$ cat config.mk
export PLATFORM = sky130hd
export DESIGN_NAME = sdf_ntt_sequencer
export DESIGN_NICKNAME = d
export VERILOG_FILES = /design/src/rtl/sdf_ntt_pkg.sv /design/src/rtl/sdf_stage_ctl.sv /design/src/rtl/sdf_ntt_sequencer.sv
export SDC_FILE = /design/constraint.sdc
export NUM_CORES = 1
export LEC_CHECK = 0
export CORE_ASPECT_RATIO = 1.1
export CORE_MARGIN = 1.5
export CORE_UTILIZATION = 55
export CTS_CLUSTER_SIZE = 8
export DETAILED_ROUTE_END_ITERATION = 8
export HOLD_SLACK_MARGIN = 0.05
export PLACE_DENSITY = 0.79
export SETUP_SLACK_MARGIN = 0.1
export SLEW_MARGIN = 40
export SYNTH_ARGS = -nofsm -noshare
export SYNTH_HDL_FRONTEND = slang
export SYNTH_SLANG_ARGS = --single-unit
$ cat constraint.sdc
create_clock -name clk -period 3.9 [get_ports clk]
set_clock_uncertainty 0.05 [all_clocks]
set_input_delay 0.585 -clock clk [delete_from_list [all_inputs] [get_ports clk]]
set_output_delay 0.585 -clock clk [all_outputs]
set_load 0.005 [all_outputs]
$ cat src/rtl/sdf_ntt_pkg.sv
// rtl/sdf_ntt_pkg.sv - shared stage geometry helpers and idle select defaults for the SDF NTT sequencer
package sdf_ntt_pkg;

  // Selects driven by a stage outside its window: pass the buffer through, reload it from input
  localparam logic IDLE_OUT_SEL = 1'b0;
  localparam logic IDLE_IN_SEL  = 1'b1;

  function automatic int stage_delay(input int s, input int n);
    return n >> (s + 1);
  endfunction

  function automatic int stage_offset(input int s, input int n);
    return n - 2 * stage_delay(s, n);
  endfunction

endpackage

$ cat src/rtl/sdf_stage_ctl.sv
// rtl/sdf_stage_ctl.sv - per-stage window phase counter, buffer mux selects and twiddle index
module sdf_stage_ctl
  import sdf_ntt_pkg::*;
#(
  parameter int S = 0,
  parameter int N = 8,
  localparam int LOG_N = $clog2(N),
  localparam int TW_W  = LOG_N - 1
) (
  input  logic            clk,
  input  logic            rst,
  input  logic            head,
  output logic            out_sel,
  output logic            in_sel,
  output logic [TW_W-1:0] tw_idx
);

  localparam int D       = stage_delay(S, N);
  localparam int SEL_BIT = $clog2(D);

  logic             active;
  logic [LOG_N-1:0] phase;

  // Phase 0 is the head cycle itself; it decodes to the idle selects, so the counter starts at 1
  always_ff @(posedge clk) begin
    if (rst) begin
      active <= 1'b0;
      phase  <= '0;
    end else if (head) begin
      active <= 1'b1;
      phase  <= LOG_N'(1);
    end else if (active) begin
      phase  <= phase + LOG_N'(1);
      active <= (phase != LOG_N'(N - 1));
    end
  end

  assign out_sel = active ? phase[SEL_BIT]  : IDLE_OUT_SEL;
  assign in_sel  = active ? ~phase[SEL_BIT] : IDLE_IN_SEL;

  if (S == 0) begin : g_tw0
    assign tw_idx = '0;
  end else begin : g_tw
    logic             tw_act;
    logic [LOG_N-1:0] tw_cnt;

    // Twiddle window lags the stage window by D and may run past it by D cycles
    always_ff @(posedge clk) begin
      if (rst) begin
        tw_act <= 1'b0;
        tw_cnt <= '0;
      end else if (active && (phase == LOG_N'(D))) begin
        tw_act <= 1'b1;
        tw_cnt <= LOG_N'(1);
      end else if (tw_act) begin
        tw_cnt <= tw_cnt + LOG_N'(1);
        tw_act <= (tw_cnt != LOG_N'(N - 1));
      end
    end

    assign tw_idx = tw_act ? TW_W'(tw_cnt >> (LOG_N - S)) : '0;
  end

endmodule

$ cat src/rtl/sdf_ntt_sequencer.sv
// rtl/sdf_ntt_sequencer.sv - SDF NTT stream sequencer top; SDF_PROTO_CHECK_EN enables the in_valid gap checker
module sdf_ntt_sequencer
  import sdf_ntt_pkg::*;
#(
  parameter int N = 8,
  localparam int LOG_N = $clog2(N),
  localparam int TW_W  = LOG_N - 1
) (
  input  logic                  clk,
  input  logic                  rst,
  input  logic                  in_valid,
  output logic [LOG_N-1:0]      buf_out_sel,
  output logic [LOG_N-1:0]      buf_in_sel,
  output logic [LOG_N*TW_W-1:0] tw_idx,
  output logic                  out_valid,
  output logic                  out_sof,
  output logic                  done_tick,
  output logic                  busy,
  output logic                  err
);

  logic [LOG_N-1:0] beat_left;
  logic             frame_start;
  logic [N-2:0]     head_dl;
  logic             out_act;
  logic [LOG_N-1:0] out_cnt;

  // A frame owns the next N cycles regardless of in_valid; bubbles count as beats
  assign frame_start = in_valid && (beat_left == '0);

  always_ff @(posedge clk) begin
    if (rst) begin
      beat_left <= '0;
      head_dl   <= '0;
    end else begin
      if (frame_start) begin
        beat_left <= LOG_N'(N - 1);
      end else if (beat_left != '0) begin
        beat_left <= beat_left - LOG_N'(1);
      end
      head_dl <= {head_dl[N-3:0], frame_start};
    end
  end

  for (genvar s = 0; s < LOG_N; s++) begin : g_stage
    logic head;
    if (s == 0) begin : g_head0
      assign head = frame_start;
    end else begin : g_headn
      assign head = head_dl[stage_offset(s, N) - 1];
    end

    sdf_stage_ctl #(
      .S(s),
      .N(N)
    ) u_stage (
      .clk     (clk),
      .rst     (rst),
      .head    (head),
      .out_sel (buf_out_sel[s]),
      .in_sel  (buf_in_sel[s]),
      .tw_idx  (tw_idx[s*TW_W +: TW_W])
    );
  end

  always_ff @(posedge clk) begin
    if (rst) begin
      out_act <= 1'b0;
      out_cnt <= '0;
    end else if (head_dl[N-2]) begin
      out_act <= 1'b1;
      out_cnt <= LOG_N'(1);
    end else if (out_act) begin
      out_cnt <= out_cnt + LOG_N'(1);
      out_act <= (out_cnt != LOG_N'(N - 1));
    end
  end

  assign out_sof   = head_dl[N-2];
  assign out_valid = out_sof | out_act;
  assign done_tick = out_act && (out_cnt == LOG_N'(N - 1));
  // Built only from registers, so busy rises the cycle after the first beat is seen
  assign busy      = (beat_left != '0) || (|head_dl) || out_act;

`ifdef SDF_PROTO_CHECK_EN
  always_ff @(posedge clk) begin
    if (rst) begin
      err <= 1'b0;
    end else if ((beat_left != '0) && !in_valid) begin
      err <= 1'b1;
    end
  end
`else
  assign err = 1'b0;
`endif

endmodule

# After elaboration in Yosys (flattened, before gate mapping)
# Index checks and enable logic that the tools add are counted.
[classes]
n_addsub = 7
multipliers = 0
div_mod_pow = 0
magnitude_cmp = 0
eq_ne = 9
shifts = 0
n_mux = 34
bitwise = 4
n_reduce_logical = 22
[ops]
columns = ["cell", "n"]
rows = [
  ["1-bit 2-to-1 mux", 31],
  ["3-bit by 1-bit adder with 3-bit output, second input constant", 6],
  ["3-bit inequality test, second input constant", 6],
  ["2-bit nonzero test", 7],
  ["2-bit OR reduction", 6],
  ["7-bit OR reduction", 1],
  ["3-bit 2-to-1 mux", 2],
  ["1-bit logical AND", 4],
  ["3-bit by 1-bit == test with 1-bit output, second input constant", 1],
  ["3-bit by 2-bit == test with 1-bit output, second input constant", 1],
  ["3-bit == test, second input constant", 1],
  ["3-bit logical NOT", 1],
  ["1-bit NOT", 3],
  ["3-bit nonzero test", 1],
  ["3-bit by 1-bit subtractor with 3-bit output, second input constant", 1],
  ["1-bit logical OR", 2],
  ["2-bit 2-to-1 mux", 1],
  ["1-bit bitwise OR", 1],
]
[word_totals]
ff_bits = 34
latch_bits = 0
ramBits = 0
rom_bits = 0
input_bits = 3
out_inout_bits = 17
wordCells = 96
mem_count = 0

# Logic depth before layout (Yosys ltp)
# Gate-level depths: netlist of the first run.
[logic_depth]
ltp_word = 3
depth_mapped = 4
depth_no_buf = 4

# By module
# From an unflattened synthesis of the first run, not the netlist that was laid out.
[unflattened]
hier_cells = 154
area_unflattened_um2 = 1592.8
[by_module_without_submodules]
columns = ["mod", "n_inst", "cells_per_inst", "area_per_inst_um2", "seq_area_each_um2"]
rows = [
  ["sdf_ntt_sequencer", 1, 54, 581.8, 280.3],
  ["sdf_stage_ctl (g_stage[1].u_stage)", 1, 40, 415.4, 160.2],
  ["sdf_stage_ctl (g_stage[2].u_stage)", 1, 40, 401.6, 160.2],
  ["sdf_stage_ctl (g_stage[0].u_stage)", 1, 20, 193.9, 80.1],
]

# Worst setup path after synthesis of the first run
# No wires, ideal clock.
[synth_path]
path_kind = "register to output"
from = "reg beat_left[0]"
to = "out busy"
t_arrival_ns = 0.853
required_time_ns = 3.265
path_slack_ns = 2.412
path_stages_with_launch = 5
n_path_buf = 0
cell_sequence = "dfxtp_1 -> inv_1 -> ha_1 -> nand2b_1 -> nand3b_1"
[synth_between]
elab_chain_len = 3
[synth_rtl]
columns = ["item", "line_no", "source"]
rows = [
  ["start: declaration", "sdf_ntt_sequencer.sv:22", "logic [LOG_N-1:0] beat_left;"],
  ["start signal: assignment", "sdf_ntt_sequencer.sv:37", "beat_left <= LOG_N'(N - 1);"],
  ["start signal: assignment", "sdf_ntt_sequencer.sv:39", "beat_left <= beat_left - LOG_N'(1);"],
  ["3-bit nonzero test", "sdf_ntt_sequencer.sv:83", "assign busy = (beat_left != '0) || (|head_dl) || out_act;"],
  ["1-bit logical OR (2 in series)", "sdf_ntt_sequencer.sv:83", ""],
  ["end: declaration", "sdf_ntt_sequencer.sv:18", "output logic busy,"],
]
# No other way between the ends.

# Worst setup path in the final report of the first run
# Ends and elaborated chain as after synthesis.

==> results.md, run 1 <==
* Status: finished, final reports clean
* Setup repair bufs after CTS at 0
* Layout cells sized above 1 at 6.667%
* Sequential fraction of the synthesis area at 41.81%
* Slew @ Worst Pin at 0.5764 ns
* YS warnings at 0
* Non-Filler Instances at 198
* Width of the die at 54.87 um
* Hold/Removal Path Class: reg -> reg
* Slew Limit Fails at 0
* IO Pins at 20
* MaxCap Viol Count at 0
* GR Overflow Total at 0
* Placed cell count at approximately 190
* Maximum vdd drop at approximately 0.00035 V
* Final min period at ~2.4 ns
* Initial Util at 58.08%
* Highest Clock Rate at 413.3 MHz
* Clock transition at path regs at about 0.09 ns
* CP startpoint kind: register
* Area Growth Syn to Fin at 6.303%
* Final Hold Viols at 0
* Final setup viols at 0
* Top cell type by total area after synthesis: dfxtp_1
* Post-route cell area at 0.001730 mm^2
* DR pass1 iterations at 4
* CTS Root Cell: clkbuf_4
* Worst setup margin at 1.481 ns
* PortBufs at 15
* Dpl cell area at 0.001679 mm^2
* P_leak at 0.0006880 uW
* Sink Count at 34
* Sw power at between 150 and 200 uW
* 1st-iter DRT viols at 7
* Drc violations at 0
* DPL Wire Length at 1.711 mm
* Total CTS buffers at 5
* Largest net degree at the start of global routing at 35
* Req. time, crit path at about 3.3 ns
* Clk_lat worst skew at 0.33 ns
* Final TNS setup at 0 ns
* Top cells by area, synth: dfxtp_1 (42%), ha_1 (12%), mux2i_1 (6.1%)
* H-tree depth at 2
* Hold_buf cts at 0
* Crit Path Category: reg -> out
* Final WL at 2.312 mm
* First-pass GRT wire length at 3.981 mm
* DRT antenna net count at 0
* Clk network pwr share at a little over a quarter
* Crit path arrival time at approximately 1.8 ns
* Syn Area/Cell at between 10 and 15 um^2
* Critical Path Sink Type: primary output
* Vias in the first global route at 999
* Sw Ratio at 25.61%
* Netlist Area Pre-Place at 0.001628 mm^2
* Net count, final at 185
* Core area at 0.002803 mm^2
* FILL cells at between 200 and 300
* Unique masters post-synth at 24
* Vias/cell at approximately 5.2
* Die area at 0.003295 mm^2
* Antenna Cells at 0
* Syn Inst Count at approximately 160
* Clk buf depth at 2
* Relative slew slack at 61.57%
* Initial antenna violation count at 0
* Internal power at 514.7 uW
* Max FO, Critical Path at 6
* Die Y at 60.06 um
* Share of the synthesized area in the top cell type at about two fifths
* Sequential share of power at 56.8%
* FF+latch count, synth at 34
* Pre-CTS setup slack at 1.832 ns
* Pwr per Cell Area at 399.8 mW/mm^2
* RSZ-0062 raised after global routing: false
* CTS tree: done
* Global-route usage over all layers at 17.55%
* Via count at 1,034
* Final Util at 61.74%
* Gpl congestion at 0.6848
* PostCTS Resize Cnt at 0
* Combinational share of power at 16.1%
* Routed WL per cell at 11.68 um
* Site row count at 20
* Period utilisation layout at 62.03%
## cell usage in the layout, fill, tap and decap left out
master,netlist,layout
nor2_1,5,5
buf_2,3,1
clkbuf_4,0,5
dfxtp_1,34,34
a21oi_1,13,13
mux2_4,1,1
nor4_1,2,2
nor4b_1,2,2
clkdlybuf4s50_1,0,14
a211oi_1,2,2
and3b_1,3,3
or2_2,1,1
xnor2_1,6,6
nand3b_1,4,4
nor3_1,10,10
and2_1,7,7
conb_1,1,4
mux2i_1,10,10
clkbuf_8,0,1
ha_1,16,16
a2111oi_2,2,2
inv_1,10,10
nand2b_1,7,7
o21a_1,1,1
nor2b_1,4,4
## critical path: stages, from the launching register on
cell,delay (ns)
dfxtp_1,0.36
inv_1,0.07
ha_1,0.27
nand2b_1,0.14
nand3b_1,0.13
clkdlybuf4s50_1,0.50
## worst paths after layout
| kind | startpoint | endpoint | slack, ns | cells after the start |
|---|---|---|---|---|
| setup reg to reg | beat_left[0]$_SDFFE_PP0P_ | beat_left[2]$_SDFFE_PP0P_ | 2.59 | 4 |
| hold / removal | head_dl[4]$_SDFF_PP0_ | head_dl[5]$_SDFF_PP0_ | 0.42 | 1 |
| hold reg to reg | head_dl[4]$_SDFF_PP0_ | head_dl[5]$_SDFF_PP0_ | 0.42 | 1 |
| setup / recovery | beat_left[0]$_SDFFE_PP0P_ | busy | 1.48 | 5 |
## registers in the layout, indices dropped and copies added (netlist names)
| register | flops |
|---|---|
| g_stage.u_stage.phase | 9 |
| out_cnt | 3 |
| g_stage.u_stage.active | 3 |
| head_dl | 7 |
| beat_left | 3 |
| out_act | 1 |
| g_stage.u_stage.g_tw.tw_act | 2 |
| g_stage.u_stage.g_tw.tw_cnt | 6 |
## area by class of cell
cell class | instances | area, um^2 | area share (%)
Clock buffer | 6 | 51.30 | 2.965
Multi-Input combinational cell | 100 | 774.5 | 44.76
Sequential cell | 34 | 680.7 | 39.33
Inverter | 10 | 37.54 | 2.169
Tap cell | 33 | 41.29 | 2.386
Timing Repair Buffer | 15 | 145.1 | 8.388
## Yosys cell counts
cell type and number:
mux2i_1 10, xnor2_1 6, and3b_1 3, buf_6 5
ha_1 16, dfxtp_1 34, mux2_4 1, nor4b_1 2
a2111oi_2 2, nor2b_1 4, a21oi_1 13, nor3_1 10
conb_1 1, nand2b_1 7, buf_2 3, nor2_1 5
o21a_1 1, nand3b_1 4, or2_2 1, buf_4 10
inv_1 10, a211oi_1 2, and2_1 7, nor4_1 2
## kinds of logic (layout without fill, tap and decap cells)
kind of cell    count (synthesis)  count (layout)  synth area share [%]
compound gates                 18              18                 7.225
mux                            11              11                 7.071
buf+inv                        28              31                 11.30
fa+ha+maj                      16              16                 12.30
xor+xnor                        6               6                 3.228
flops                          34              34                 41.81
other cells                     1               4                0.2304
simple gates                   45              45                 16.83
## power by group through the flow
stage | clock network (uW) | registers, uW | logic (uW)
final | 187 | 393 | 112
after global routing | 210 | 396 | 126
after CTS | 195 | 393 | 114
after detailed placement | 0 | 401 | 113
after global placement | 0 | 399 | 109
after floorplan | 0 | 395 | 93.4
## metrics by stage
| step | hold WS, ns | total power, uW |
|---|---|---|
| 4_1_cts | 0.4197 | 701.4 |
| 3_5_place_dp | 0.4111 | 514.0 |
| 6_report | 0.4175 | 691.9 |
| 3_3_place_gp | 0.3931 | 507.6 |
| 2_1_floorplan | 0.3851 | 488.4 |
| 5_1_grt | 0.4341 | 732.8 |
## layer usage
metal | wire length (um) | part of all wire (%) | global-route usage [%]
met5 | 0 | 0 | 0
met4 | 55 | 2.4 | 9.643
met3 | 76 | 3.3 | 6.750
met2 | 1165 | 50 | 29.25
met1 | 1015 | 44 | 18.51
Power figures use the tool's default switching activity.
==> run 2, diff against run 1 <==
--- a/config.mk
+++ b/config.mk
@@ -7,11 +7,11 @@
 export LEC_CHECK = 0
 export CORE_ASPECT_RATIO = 1.1
 export CORE_MARGIN = 1.5
-export CORE_UTILIZATION = 55
+export CORE_UTILIZATION = 49
 export CTS_CLUSTER_SIZE = 8
 export DETAILED_ROUTE_END_ITERATION = 8
 export HOLD_SLACK_MARGIN = 0.05
-export PLACE_DENSITY = 0.79
+export PLACE_DENSITY = 0.74
 export SETUP_SLACK_MARGIN = 0.1
 export SLEW_MARGIN = 40
 export SYNTH_ARGS = -nofsm -noshare
==> constraint.sdc (replaced) <==
create_clock -name clk -period 2.07 [get_ports clk]
set_clock_uncertainty 0.05 [all_clocks]
set_input_delay 0.3105 -clock clk [delete_from_list [all_inputs] [get_ports clk]]
set_output_delay 0.3105 -clock clk [all_outputs]
set_load 0.005 [all_outputs]
==> run 2 against run 1 <==
  * Final cell count increased by 2.5%
  * Via count is essentially flat
  * Utilization down 2.0 points
==> results.md, run 2 (same netlist as run 1, synthesis figures left out) <==
* Status: finished, final reports clean
* Dpl cell area at 0.001693 mm^2
* Core area at 0.003100 mm^2
* Drc violations at 0
* Crit Path Category: reg -> out
* FF-to-FF Start: beat_left[0]$_SDFFE_PP0P_
* CP startpoint kind: register
* Routed WL per cell at 11.96 um
* Largest register FFs at 9
* Via count at 1,033
* GR Overflow Total at 0
* WP buf/inv at 1
* Initial Util at 52.50%
* First-pass GRT wire length at 4.257 mm
* Clock transition at path regs at 0.10 ns
* CTS Root Cell: clkbuf_4
* Critical Path Sink Type: primary output
* P_leak at 0.0007438 uW
* Pwr per Cell Area at 886.8 mW/mm^2
* FILL cells at 270
* GR Util met3 at under 10%
* Vias/cell at 5.089
* Site row count at 21
* Total power at 1642 uW
* Most frequent cells in the layout: dfxtp_1 (29), ha_1 (15), a21oi_1 (13), clkdlybuf4s50_1 (13)
* Maximum vdd drop at 0.0007390 V
* Met1 usage at 15.78%
* Post-route cell area at roughly 0.0019 mm^2
* Antenna Cells at 0
* GR Layer Usage met2 at 26.85%
* Crit path arrival time at 1.51 ns
* Commonest non-fill, non-tap cell in the layout: dfxtp_1
* Gpl congestion at 0.7379
* Clk_lat worst skew at 0.32 ns
* Largest net degree at the start of global routing at 35
* Final TNS setup at 0 ns
* MaxCap Viol Count at 0
* Reg with most FFs: g_stage.u_stage.phase
* Worst-path cell chain: and2_1 -> clkdlybuf4s50_1
* RSZ-0062 raised after global routing: false
* Final WL at 2.427 mm
* DRT antenna net count at 0
* Vias in the first global route at 1,075
* Req. time, crit path at 1.71 ns
* Largest regs: g_stage.u_stage.phase: 9 flops, head_dl: 7 flops, g_stage.u_stage.g_tw.tw_cnt: 6 flops
* Die area at around 0.0037 mm^2
* Hold_buf cts at 0
* PortBufs at 15
* Area Growth Syn to Fin at 13.76%
* Most Crowded Layer GR: met2
* Hold endpoint: beat_left[0]$_SDFFE_PP0P_
* Hold Path Cell Cnt at 1
* R2R Path End: beat_left[2]$_SDFFE_PP0P_
* Initial antenna violation count at 0
* Sink Count at 34
* Critical path's slowest cell: clkdlybuf4s50_1
* Clk buf depth at 2
* Critical hold path startpoint: beat_left[0]$_SDFFE_PP0P_
* Total CTS buffers at 5
* Worst path max stage delay at 0.50 ns
* Final min period at about 1.9 ns
* Register-to-Register Path Depth at 5
* CP top delay family: buffers and inverters
* Hold/Removal Path Class: reg -> reg
* Width of the die at between 50 and 60 um
* CTS tree: done
* Reg2Reg Setup Slack at 0.74 ns
* Layout cells sized above 1 at approximately 15%
* Net count, final at 187
* H-tree depth at 2
* Global-route usage over all layers at ~15%
* Final setup viols at 0
* Highest Clock Rate at 535.7 MHz
* Max FO, Critical Path at 8
* Die Y at around 63 um
* Slew Limit Fails at 0
* 1st-iter DRT viols at 25
* IO Pins at 20
* DR pass1 iterations at 6
* Period utilisation layout at roughly 90%
* Final Hold Viols at 0
* DPL Wire Length at 1.773 mm
## run 2: worst max path at each step
| stage | start | cells after the start | slack [ns] | to |
|---|---|---|---|---|
| after floorplan | beat_left[0]$_SDFFE_PP0P_ | 4 | 0.83 | beat_left[2]$_SDFFE_PP0P_ |
| after global placement | beat_left[0]$_SDFFE_PP0P_ | 5 | 0.35 | busy |
| after detailed placement | beat_left[0]$_SDFFE_PP0P_ | 5 | 0.28 | busy |
| after CTS | out_act$_SDFF_PP0_ | 3 | 0.08 | busy |
| after global routing | g_stage[1].u_stage.active$_SDFF_PP0_ | 2 | 0.11 | buf_out_sel[1] |
| final | g_stage[1].u_stage.active$_SDFF_PP0_ | 2 | 0.20 | buf_out_sel[1] |
## run 2: repair_timing
item / 4_1_cts / 5_1_grt
buffers inserted: 1 / 0
endpoints found under the hold margin: 0 / 0
resized for setup: 7 / 7
endpoints found under the setup margin: 2 / 2
pin swaps: 1 / 0
## run 2: area by class of cell
cell class	instances	area, um^2	area share (%)
clock buffers	6	51.30	2.770
clock inverters	2	60.06	3.243
inverters	10	37.54	2.027
multi-input cells	100	807.0	43.58
flip-flops and latches	34	686.9	37.09
well taps	34	42.54	2.297
repair buffers	17	166.4	8.986
## run 2: per-layer routing
metal | up-vias | wire length [um]
met5 | - | 0
met4 | 0 | 28
met3 | 4 | 73
met2 | 14 | 1295
met1 | 478 | 1029
li1 | 537 | -
## run 2: per-stage QoR
step                      std cells  util [%]  setup WS [ns]  hold WS [ns]
after global routing            203     59.73         0.1093        0.4402
after CTS                       203     59.12        0.08390        0.4155
after floorplan                 162         -         0.8344        0.3851
after detailed placement        194     54.60         0.2756        0.4152
after global placement          194     54.60         0.3478        0.3957
final                           203     59.73         0.2034        0.4188
## run 2: power breakdown
part	switching (uW)	leakage, uW	internal (uW)	total, uW
clock network	217	0.0000585	409	626
registers	45.6	0.000277	702	748
logic	115	0.000408	153	268
total	378	0.000744	1260	1640
